`src/rtl/program_counter.sv`:
```
// Architectural PC register: loads PCin when PCwrite is 1, otherwise holds.
// Asynchronous active-low reset forces RESET_VECTOR.
module program_counter #(
  parameter int unsigned      WIDTH        = 16,
  parameter logic [WIDTH-1:0] RESET_VECTOR = 16'h0000
) (
  input  logic             clk,
  input  logic             rst,
  input  logic             PCwrite,
  input  logic [WIDTH-1:0] PCin,
  output logic [WIDTH-1:0] PCout
);

  logic [WIDTH-1:0] pc_q;
  logic [WIDTH-1:0] pc_d;

  // An unknown PCwrite falls through to the else branch, so the PC holds.
  always_comb begin
    pc_d = pc_q;
    if (PCwrite) begin
      pc_d = PCin;
    end
  end

  always_ff @(posedge clk or negedge rst) begin
    if (!rst) begin
      pc_q <= RESET_VECTOR;
    end else begin
      pc_q <= pc_d;
    end
  end

  assign PCout = pc_q;

endmodule

```
`config.mk`:
```
export PLATFORM = sky130hd
export DESIGN_NAME = program_counter
export DESIGN_NICKNAME = d
export VERILOG_FILES = /design/src/rtl/program_counter.sv
export SDC_FILE = /design/constraint.sdc
export NUM_CORES = 1
export LEC_CHECK = 0
export ABC_AREA = 0
export BUFFER_PORTS_ARGS = -buffer_cell sky130_fd_sc_hd__buf_2
export CORE_MARGIN = 2
export CORE_UTILIZATION = 48
export CTS_BUF_LIST = sky130_fd_sc_hd__clkbuf_2
export CTS_CLUSTER_DIAMETER = 100
export DETAILED_ROUTE_END_ITERATION = 10
export PLACE_DENSITY = 0.85
export SLEW_MARGIN = 10
export SYNTH_ARGS = -nofsm -noshare
export SYNTH_HDL_FRONTEND = slang
export SYNTH_SLANG_ARGS = --single-unit
```
`constraint.sdc`:
```
create_clock -name clk -period 1.7 [get_ports clk]
set_input_delay 0.085 -clock clk [delete_from_list [all_inputs] [get_ports clk]]
set_output_delay 0.085 -clock clk [all_outputs]
set_load 0.05 [all_outputs]
```
==> impl_results.md <==
* Status: completed
* Vias in the first global route at 385
* Arrival time at the worst endpoint at 930 ps
* FF-to-FF setup slack at 920 ps
* Critical path buffers and inverters at 1
* Total power at 871 µW
* Max clock buf depth at 2
* Largest net degree at the start of global routing at 17
* Max Fclk at 990 MHz
* Top_reg_cell synth: dfrtp_1
* First-pass GRT wire length at 1.68 mm
* CP peak stage delay at 380 ps
* Pwr per Cell Area at 1040 nW/µm²
* Clock Sinks at 16
* Area delta synth->final at 28.7%
* Max Cap Viol at 0
* Hold Slack at 30.0 ps
* Critical-path maximum fanout at 2
* Share of cells above drive strength 1 at 74.6%
* # DRC at 0
* Power Internal at 559 µW
* Die area at 1660 µm²
* Nets at 91
* RSZ-0062 raised after global routing: no
* ANT nets after route at 0
* Clk slew on worst S/H paths at 140 ps
* Cts hold-fix bufs at 1
* CTS tree: yes
* GPL Wtd Cong at 0.694
* # rows at 13
* Die width at 40.8 µm
* H-Tree Depth at 1
* Height of the die at 40.8 µm
* Core area at 1280 µm²
* Min-delay worst type: in2reg
* Finished Layout Cells at 86
* Crit-path cells: buf_2
* Seq/Total Area, Yosys at 61.7%
* Fill count at 107
* Ant. Diodes at 0
* Mapped cell area at 649 µm²
* Max IR drop VDD at 0.584 mV
* Slowest cell on crit path: dfrtp_1
* Final setup violation count at 0
* Rel. slew slack at 71.1%
* Setup bufs post-CTS at 0
* Antenna violations before repair at 0
* EDFF count, synth at 0
* DR iter-0 viols at 3
* Max reg flops at 16
* Mean routed wirelength per cell at 14.0 µm
* Worst skew pair latency at 270 ps
* Fin crit period at 1010 ps
* Seq pwr share at 50.2%
* Critical Path Sink Type: primary output
* Switching power at 313 µW
* Comb power frac at 31.5%
* Initial Util at 50.5%
* Clock Skews at 0 ps
* Syn Nets at 53
* Worst hold endpoint: PCout[0]
* Worst min-delay path startpoint: PCin[0]
* Placed Cells at 81
* Largest cells by area after synthesis: dfrtp_1, mux2_4, mux2_2
* Slew Limit Fails at 0
* Synth Warn # at 0
* Gr ovfl total at 0
* Cell depth of the worst flop-to-flop path at 1
* Asr flop ratio synth at 100%
* Final hold vios at 0
* CP Class: reg2out
* Synth top area share at 61.7%
* Port bufs at 34
* Total Routing Usage GR at 16.6%
* Post-synth cell types at 5
* Post-DR vias/cell at 4.81
* Post-Route WL at 1.20 mm
* Layout Utilization at 65.0%
* Routed via count at 414
* Reg2reg start: PCout[1]
* Setup TNS at 0 ps
* Quantity of gates resized following cts at 0
* # IOs at 35
* FF-to-FF End: PCout[1]
* Drt pass-1 iters at 3
* Tcrit/Tclk final at 59.4%
* Avg Inst Size Synth at 19.1 µm²
* Synth top cells by count: dfrtp_1, mux2_4, mux2_2
* HPWL Detailed at 929 µm
* Seq cells post-synth at 16
* Top-count cell post-synth: dfrtp_1
* Pleak at 0.445 nW
* Family with the most delay on the worst path: flip-flops
* Worst Hold Depth at 2
* TritonCTS Buffers at 3
* Clock network power share at 18.3%
* Area leader, netlist: dfrtp_1
* Slew @ Worst Pin at 433 ps
* CP Launch Type: register
* Synth Instances at 34
* CP required at 1620 ps
* Sw Share at 35.9%
* Clock Tree Root: clkbuf_2
## layout by cell type, fill, tap and decap left out
cell / instances
buf_2: 34
dfrtp_1: 16
mux2_4: 10
mux2_2: 6
clkbuf_2: 3
clkinv_1: 1
dlygate4sd3_1: 1
## kinds of logic (layout without fill, tap and decap cells)
kind of cell / Yosys count / in the layout / synth area share (%)
flops: 16 / 16 / 61.7
buf+inv: 2 / 39 / 4.82
mux: 16 / 16 / 33.5
## worst max-delay path by stage
stage                    from         to  slack [ps]  depth (start not counted)
global route         PCout[1]   PCout[1]         620                          1
detailed placement    PCwrite   PCout[1]         730                          2
floorplan           PCout[10]  PCout[10]         710                          1
finish               PCout[1]   PCout[1]         690                          1
CTS                  PCout[1]   PCout[1]         660                          1
global placement      PCwrite   PCout[3]         750                          2
## metrics by stage
stage	cell area [µm²]	worst slack, ps
after CTS	836	658
after global placement	807	746
after global routing	836	619
after detailed placement	807	725
after floorplan	649	706
final	836	690
## layer usage
metal	vias to the layer above	routed length, µm	track usage (%)	share of wire (%)
met1	207	497	19.6	41
met5	-	0	0	0
met3	2	77	3.26	6.4
li1	190	-	-	-
met2	15	619	27.3	51
met4	0	7	10.0	0.58
## power by group through the flow
| stage | combinational (mW) | clock, mW | sequential (mW) |
|---|---|---|---|
| after floorplan | 0.0685 | 0 | 0.581 |
| after global placement | 0.271 | 0 | 0.443 |
| after detailed placement | 0.274 | 0 | 0.445 |
| after CTS | 0.278 | 0.169 | 0.438 |
| after global routing | 0.290 | 0.186 | 0.441 |
| final | 0.275 | 0.159 | 0.437 |
## final cells by class
| class | instances | area [µm²] | share of cell area (%) |
|---|---|---|---|
| clock buffer | 3 | 15.0 | 1.80 |
| clock inverter | 1 | 3.75 | 0.449 |
| multi-input combinational | 16 | 218 | 26.0 |
| sequential | 16 | 400 | 47.9 |
| tap | 15 | 18.8 | 2.25 |
| timing repair buffer | 35 | 180 | 21.6 |
Power figures use the tool's default switching activity.
